## src/rtl/udp_tx_framer.sv

```systemverilog
// Ethernet II / IPv4 / UDP transmit framer: prepends a 42-byte header to a 32-bit payload
// stream and realigns the payload by two bytes through a 16-bit hold register.
module udp_tx_framer #(
  parameter int          STREAM_DATA_WIDTH = 32,
  parameter logic [47:0] SRC_MAC           = 48'h00350a000201,
  parameter logic [47:0] DST_MAC           = 48'hffffffffffff,
  parameter logic [31:0] SRC_IP            = 32'hc0a8120a,
  parameter logic [31:0] DST_IP            = 32'hc0a81201,
  parameter logic [15:0] SRC_PORT          = 16'h1f90,
  parameter logic [15:0] DST_PORT          = 16'h1f90,
  parameter int          PAYLOAD_MAX_SIZE  = 1472
) (
  input  logic                           clk_i,
  input  logic                           s_rst_i,
  input  logic [15:0]                    tx_len_i,
  input  logic                           tx_len_valid_i,
  output logic                           tx_len_ready_o,
  output logic                           drop_o,
  input  logic [STREAM_DATA_WIDTH-1:0]   s_axis_tdata_i,
  input  logic [STREAM_DATA_WIDTH/8-1:0] s_axis_tkeep_i,
  input  logic                           s_axis_tvalid_i,
  input  logic                           s_axis_tlast_i,
  output logic                           s_axis_tready_o,
  output logic [STREAM_DATA_WIDTH-1:0]   m_axis_tdata_o,
  output logic [STREAM_DATA_WIDTH/8-1:0] m_axis_tkeep_o,
  output logic                           m_axis_tvalid_o,
  output logic                           m_axis_tlast_o,
  input  logic                           m_axis_tready_i
);

  typedef enum logic [2:0] {IDLE, HEADER, SPLICE, PAYLOAD, FLUSH} state_t;

  state_t      state, state_next;
  logic [3:0]  word_cnt, word_cnt_next;
  logic [15:0] len, len_next;
  logic [15:0] beats_left, beats_left_next;
  logic [15:0] hold, hold_next;
  logic [15:0] csum, csum_next;

  logic [15:0] total_len, udp_len;
  logic [31:0] header_word;
  logic [1:0]  tail;
  logic [3:0]  last_keep;
  logic        needs_flush;

  // Framing comes from the requested length, so the input sideband is deliberately unused.
  logic unused_sideband;
  assign unused_sideband = &{1'b0, s_axis_tkeep_i, s_axis_tlast_i};

  function automatic logic [15:0] ip_checksum(input logic [15:0] tot_len);
    logic [31:0] sum;
    sum = 32'h4500 + 32'(tot_len) + 32'h0000 + 32'h4000 + 32'h4011
        + 32'(SRC_IP[31:16]) + 32'(SRC_IP[15:0]) + 32'(DST_IP[31:16]) + 32'(DST_IP[15:0]);
    sum = 32'(sum[15:0]) + 32'(sum[31:16]);
    sum = 32'(sum[15:0]) + 32'(sum[31:16]);
    return ~sum[15:0];
  endfunction

  function automatic logic [15:0] swap16(input logic [15:0] v);
    return {v[7:0], v[15:8]};
  endfunction

  assign total_len   = len + 16'd28;
  assign udp_len     = len + 16'd8;
  assign tail        = len[1:0] + 2'd2;
  assign needs_flush = (len[1:0] == 2'd0) || (len[1:0] == 2'd3);

  always_comb begin
    unique case (tail)
      2'd0:    last_keep = 4'b1111;
      2'd1:    last_keep = 4'b0001;
      2'd2:    last_keep = 4'b0011;
      default: last_keep = 4'b0111;
    endcase
  end

  // Header words are little-endian on the bus: lane 0 carries the earliest wire byte.
  always_comb begin
    case (word_cnt)
      4'd0:    header_word = {swap16(DST_MAC[31:16]), swap16(DST_MAC[47:32])};
      4'd1:    header_word = {swap16(SRC_MAC[47:32]), swap16(DST_MAC[15:0])};
      4'd2:    header_word = {swap16(SRC_MAC[15:0]), swap16(SRC_MAC[31:16])};
      4'd3:    header_word = 32'h00450008;
      4'd4:    header_word = {16'h0000, swap16(total_len)};
      4'd5:    header_word = 32'h11400040;
      4'd6:    header_word = {swap16(SRC_IP[31:16]), swap16(csum)};
      4'd7:    header_word = {swap16(DST_IP[31:16]), swap16(SRC_IP[15:0])};
      4'd8:    header_word = {swap16(SRC_PORT), swap16(DST_IP[15:0])};
      4'd9:    header_word = {swap16(udp_len), swap16(DST_PORT)};
      default: header_word = '0;
    endcase
  end

  // NOTE: every signal driven here gets a default first so no path leaves one unassigned,
  // which would otherwise infer a latch.
  always_comb begin
    state_next      = state;
    word_cnt_next   = word_cnt;
    len_next        = len;
    beats_left_next = beats_left;
    hold_next       = hold;
    csum_next       = csum;
    tx_len_ready_o  = 1'b0;
    drop_o          = 1'b0;
    s_axis_tready_o = 1'b0;
    m_axis_tvalid_o = 1'b0;
    m_axis_tdata_o  = '0;
    m_axis_tkeep_o  = 4'b1111;
    m_axis_tlast_o  = 1'b0;

    unique case (state)
      IDLE: begin
        tx_len_ready_o = !s_rst_i;
        if (tx_len_valid_i && !s_rst_i) begin
          if (tx_len_i > 16'(PAYLOAD_MAX_SIZE)) begin
            drop_o = 1'b1;
          end else begin
            len_next        = tx_len_i;
            beats_left_next = (tx_len_i + 16'd3) >> 2;
            csum_next       = ip_checksum(tx_len_i + 16'd28);
            word_cnt_next   = 4'd0;
            state_next      = HEADER;
          end
        end
      end

      HEADER: begin
        m_axis_tvalid_o = 1'b1;
        m_axis_tdata_o  = header_word;
        if (m_axis_tready_i) begin
          word_cnt_next = word_cnt + 4'd1;
          if (word_cnt == 4'd9) state_next = SPLICE;
        end
      end

      SPLICE: begin
        if (len == 16'd0) begin
          m_axis_tvalid_o = 1'b1;
          m_axis_tkeep_o  = last_keep;
          m_axis_tlast_o  = 1'b1;
          if (m_axis_tready_i) state_next = IDLE;
        end else begin
          s_axis_tready_o = m_axis_tready_i;
          m_axis_tvalid_o = s_axis_tvalid_i;
          m_axis_tdata_o  = {s_axis_tdata_i[15:0], 16'h0000};
          if (len <= 16'd2) begin
            m_axis_tkeep_o = last_keep;
            m_axis_tlast_o = 1'b1;
          end
          if (s_axis_tvalid_i && m_axis_tready_i) begin
            hold_next       = s_axis_tdata_i[31:16];
            beats_left_next = beats_left - 16'd1;
            if (len <= 16'd2)            state_next = IDLE;
            else if (beats_left == 16'd1) state_next = FLUSH;
            else                          state_next = PAYLOAD;
          end
        end
      end

      PAYLOAD: begin
        s_axis_tready_o = m_axis_tready_i;
        m_axis_tvalid_o = s_axis_tvalid_i;
        m_axis_tdata_o  = {s_axis_tdata_i[15:0], hold};
        if (beats_left == 16'd1 && !needs_flush) begin
          m_axis_tkeep_o = last_keep;
          m_axis_tlast_o = 1'b1;
        end
        if (s_axis_tvalid_i && m_axis_tready_i) begin
          hold_next       = s_axis_tdata_i[31:16];
          beats_left_next = beats_left - 16'd1;
          if (beats_left == 16'd1) state_next = needs_flush ? FLUSH : IDLE;
        end
      end

      FLUSH: begin
        m_axis_tvalid_o = 1'b1;
        m_axis_tdata_o  = {16'h0000, hold};
        m_axis_tkeep_o  = last_keep;
        m_axis_tlast_o  = 1'b1;
        if (m_axis_tready_i) state_next = IDLE;
      end
    endcase
  end

  // NOTE: state registers use non-blocking assignments so all of them update together
  // from values sampled at the same clock edge.
  always_ff @(posedge clk_i) begin
    if (s_rst_i) begin
      state      <= IDLE;
      word_cnt   <= '0;
      len        <= '0;
      beats_left <= '0;
      hold       <= '0;
      csum       <= '0;
    end else begin
      state      <= state_next;
      word_cnt   <= word_cnt_next;
      len        <= len_next;
      beats_left <= beats_left_next;
      hold       <= hold_next;
      csum       <= csum_next;
    end
  end

endmodule

```

## config.mk

```make
export PLATFORM = sky130hd
export DESIGN_NAME = udp_tx_framer
export DESIGN_NICKNAME = d
export VERILOG_FILES = /design/src/rtl/udp_tx_framer.sv
export SDC_FILE = /design/constraint.sdc
export NUM_CORES = 1
export LEC_CHECK = 0
export ABC_AREA = 1
export CAP_MARGIN = 10
export CORE_AREA = 4 4 144 146
export CTS_CLUSTER_DIAMETER = 120
export DETAILED_ROUTE_END_ITERATION = 16
export DIE_AREA = 0 0 148 150
export PLACE_DENSITY_LB_ADDON = 0.25
export SYNTH_ARGS = -nofsm -noshare
export SYNTH_HDL_FRONTEND = slang
export SYNTH_SLANG_ARGS = --single-unit
```

## constraint.sdc

```tcl
create_clock -name clk_i -period 14.5 [get_ports clk_i]
set_clock_uncertainty 0.15 [all_clocks]
set_input_delay 2.9 -clock clk_i [delete_from_list [all_inputs] [get_ports clk_i]]
set_output_delay 2.9 -clock clk_i [all_outputs]
set_load 0.05 [all_outputs]
```

[Word-level counts from Yosys, hierarchy flattened]
Cells that the tools add are included.
Word-level totals
  register bits: 71
  word-level logic and storage cells: 116
Cells by class
  add/sub/neg operators: 16
  order comparisons: 2
  eq/ne operators: 25
  mux-type cells: 45
  bitwise gates (word level): 2
  reduce and logical (&&, ||, !) cells: 20
Operators by type and width (number)
  case mux 32 bit (10 select lines): 1
  case mux 32 bit (4 select lines): 1
  2-to-1 mux 16 bit: 6
  case mux 16 bit (3 select lines): 1
  2-to-1 mux 3 bit: 12
  adder 16 x 5 -> 16 bit (second input constant): 2
  2-to-1 mux 32 bit: 1
  case mux 16 bit (2 select lines): 1
  2-to-1 mux 4 bit: 6
  case mux 4 bit (3 select lines): 2
  adder 22 x 13 -> 23 bit (second input constant): 1
  adder 21 x 16 -> 22 bit (second input constant): 1
  adder 20 x 13 -> 21 bit (second input constant): 1
  adder 19 x 16 -> 20 bit (second input constant): 1
  adder 18 x 15 -> 19 bit (second input constant): 1
  adder 17 x 15 -> 18 bit (second input constant): 1
  adder 15 x 16 -> 17 bit (first input constant): 1
  adder 16 x 7 -> 17 bit: 1
  adder 16 x 1 -> 16 bit: 1
  adder 16 x 2 -> 16 bit (second input constant): 1
  adder 16 x 4 -> 16 bit (second input constant): 1
  == test 16 x 1 -> 1 bit (second input constant): 1
  == test 4 x 3 -> 1 bit (second input constant): 4
  greater-than comparator 16 x 11 -> 1 bit (second input constant): 1
  35 further kinds: 60

[Depth between registers and ports, before layout]
  depth after elaboration: 11
  depth in mapped cells: 39
  gate-level depth less buffers: 39

[Worst setup path after synthesis]
Ideal clock, no wire load.
  path type: input-to-output
  start: in tx_len_i[3]
  end: out drop_o
  arrival: 4.242 ns
  path slack: 7.208 ns
  stages: 7
  path buffers: 0
  path through: inv_1 ha_1 nand2_4 o311ai_1 nand2_1 nand2_1 nor2_1
Between the ends
  longest elaborated chain between the ends: 4
RTL lines
  start, declared: RTL line 15  | input logic [15:0] tx_len_i,
  greater-than comparator 16 x 11 -> 1 bit: RTL line 115  | if (tx_len_i > 16'(PAYLOAD_MAX_SIZE)) begin
  2-to-1 mux 1 bit: RTL line 115
  2-to-1 mux 1 bit: RTL line 114  | if (tx_len_valid_i && !s_rst_i) begin
  2-to-1 mux 1 bit: RTL line 111  | unique case (state)
  end, declared: RTL line 18  | output logic drop_o,
Every way passes these cells.

[Final worst setup path]
  start: in tx_len_i[2]
  end: out drop_o
Same word-level chain as after synthesis.

==> results.txt <==
- Result of the run: finished clean
- In this run the worst path has a maximum fanout of 8.
* Final hold violation count: 0
- TritonCTS built the clock tree.
- Final setup violating endpoints: 0
- The worst setup path is captured at an output pin.
- Global routing used 17.2% of the available tracks.
- WP buf/inv: 3
* Number of placement rows: 51
- Number of global-route vias before repair: 6275
* Setup repair after global routing missed its margin: no
* Pins Over Slew Limit: 0
- Die Area: 0.0222 mm2
* Startpoint type of the worst setup path: primary input
- For the pin with the worst max-slew slack, the measured transition is 0.752 ns.
- The count of nets left with antenna violations once routing finished came out at 0.
- Across all setup checks in the final design, the least slack found is 5.87 ns.
- In this run the horizontal extent of the chip is 148 um.
* Pin count of the biggest net entering global routing: 56
- Clock tree synthesis found a total of 71 sinks.
- For this run, the detailed router's first-pass iteration total came to 5.
- Overall die height: 150 um
- Synth unique cells: 53
- Initial core utilization: 31.8%
- For the worst-skew pair, the clock arrives at the later sink with an insertion delay of 0.34 ns.
* Worst-path cell with the longest stage delay: clkdlybuf4s50_1
* Smallest hold slack: 0.301 ns
- Clock-pin slew was measured on the worst setup and hold paths at 0.06 ns.
* Worst min-delay path class: flip-flop to flip-flop
* Aggregate negative setup slack: 0 ns
- Cells after synthesis: 981
- Global-route wire length before repair: 31.1 mm
* Total of flip-flops plus latches after synthesis: 71
* Average cell area after synthesis: 6.29 um2
* Congestion Overflow GR: 0
- On the critical path the largest part of the delay comes from buffers and inverters.
* Cell Chain, Critical Path: clkdlybuf4s50_1 -> inv_4 -> ha_1 -> nand2_4 -> o311ai_1 -> nand2_1 -> nand2_1 -> nor2_1 -> clkdlybuf4s50_1
- The critical path is of the primary input to output pin type.
- In this run the static leakage power is 0.00317 uW.
- The number of nets in the synthesized netlist is 1062.
- Antenna cell count: 0
- Dividing the detail-routed wire length by the instance count gives 14.4 um.
- Number of buffers inserted by hold repair at cts: 0
* Filler cell count: 2140
* Data arrival time at the worst-slack endpoint: 5.58 ns
- Counting the buffers created by CTS gives 9.
* Most frequent standard cell in the layout excluding fill and tap cells: nand2_1
* Most used cells in the layout excluding fill and tap cells: 178 x nand2_1, 132 x inv_1, 95 x o21ai_0
- Setup slack after placement: 5.64 ns
* Max-cap violations: 0
- Antenna violations before repair: 0
* Required time worst endpoint: 11.45 ns
- Share of async-settable or async-resettable flops after synthesis: 0%
- Final critical delay including setup and external delays: 8.63 ns
* Count of H-tree levels built during CTS: 3
- Static timing analysis puts the maximum clock frequency at 0.116 GHz.
- The congestion estimate from routability-driven global placement came to 0.908.
* Area grow syn2layout: 23.7%
- For this run, the slowest stage of the critical path takes 0.81 ns.
- Remaining max-slew budget at the tightest pin: 49.8%
* Number of DRC violations after detailed routing: 0
* Clk Tree Root Cell: clkbuf_16
* Final Routed Wirelength: 19.1 mm
* Worst supply voltage drop on vdd: 38.9 uV
* Count of boundary I/O pins: 99
- Violation count after the first detailed-routing iteration: 383
- Most used flip-flop cell after synthesis: dfxtp_1
* Final HPWL from detailed placement: 15.0 mm
- The clock passes through at most 2 buffers.
- Yosys printed 0 warnings.
* Number of gates given a new drive strength after cts: 0
- Measured on the finished design, the core utilization comes to 39.3%.
* Total vias in the final route: 6530
- Yosys mapped a number of flops with a built-in enable equal to 0.
* Share of synthesized area occupied by flip-flops and latches: 23.0%
- Post-synthesis instance area: 0.00617 mm2
- Power density over the cells: 68.2 mW/mm2
- After clock tree synthesis, the setup repair step added 0 buffers.
- Dividing the detail-routed via count by the number of cells gives 4.92.
* Layout cells sized above 1: 9.22%
* Ratio of final minimum period to clock period: 59.5%
* PortBufs: 92
- For this run, the post-layout net count is 1139.
- The region available for standard cell placement spans 0.0194 mm2.
routing by layer:
layer	part of all wire (%)	up-vias	global-route usage, %
met4	1.4	0	4.11
li1	-	3412	-
met1	48	2954	22.6
met3	4.8	18	3.00
met5	0	-	0
met2	46	146	29.5
cells in the mapped netlist, types with 4 or more instances:
cell,count,area (um2)
buf_1,6,22.5
nand2_1,178,668
nor2_2,4,25.0
xnor2_1,5,43.8
o22ai_1,14,87.6
a211oi_1,11,82.6
nand3_2,6,60.1
nor2_1,91,342
clkinv_1,5,18.8
a22o_1,8,70.1
dfxtp_1,71,1420
nand2_2,24,150
nor2_4,6,67.6
buf_2,5,25.0
nand3_1,63,315
xor2_1,22,193
nand3_4,4,70.1
inv_1,132,495
a21oi_1,67,335
nand2_4,12,135
a21o_1,5,37.5
a221oi_1,4,35.0
o21ai_0,95,475
clkbuf_1,17,63.8
ha_1,23,288
nor3_1,34,170
nor4_1,5,31.3
a31oi_1,7,43.8
nand4_1,16,100
inv_2,11,41.3
path summary, 6_finish.rpt:
path | from | to | slack, ns | cells past startpoint
max | tx_len_i[2] | drop_o | 5.87 | 9
min | hold[5] | hold[5] | 0.30 | 2
max reg2reg | state[1] | beats_left[7] | 10.55 | 13
min reg2reg | hold[5] | hold[5] | 0.30 | 2
cell families after synthesis:
logic type / Yosys count / synth area share [%]
and+or+nand+nor: 453 / 36.1
xor gates and xnor gates: 28 / 4.10
AOI/OAI and AO/OA: 225 / 20.8
adders and majority gates: 23 / 4.67
buffers and inverters: 180 / 11.3
DFF: 71 / 23.0
other: 1 / 0.0608
state kept, by name, summed over array words and instances, names as in the netlist:
register,count
state,3
word_cnt,4
len,16
csum,16
hold,16
beats_left,16
area by class of cell:
cell class                      instances  area, um2  share of cell area [%]
Tap cell                              265        332                    4.34
Inverter                              150        571                    7.48
Multi-Input combinational cell        730       4050                    53.1
Clock buffer                           10        239                    3.13
Timing Repair Buffer                   96        951                    12.5
Clock inverter                          6       68.8                   0.902
Sequential cell                        71       1420                    18.6
power by group:
group / internal (uW) / total [uW] / switching (uW) / leakage (uW)
sequential: 196 / 197 / 0.743 / 0.000572
combinational: 36.3 / 95.2 / 58.9 / 0.00246
clock: 138 / 229 / 90.6 / 0.000137
per-stage QoR:
step,power [uW],area [um2],cells
after floorplan,264,6170,981
after global placement,296,7320,1311
after detailed placement,296,7320,1311
after CTS,526,7620,1327
after global routing,546,7630,1328
final,521,7630,1328
tightest hold or removal path, stage by stage (launching register included):
cell and delay, ns:
dfxtp_1 0.29, inv_1 0.05, a21oi_1 0.05
Power figures use the tool's default switching activity.
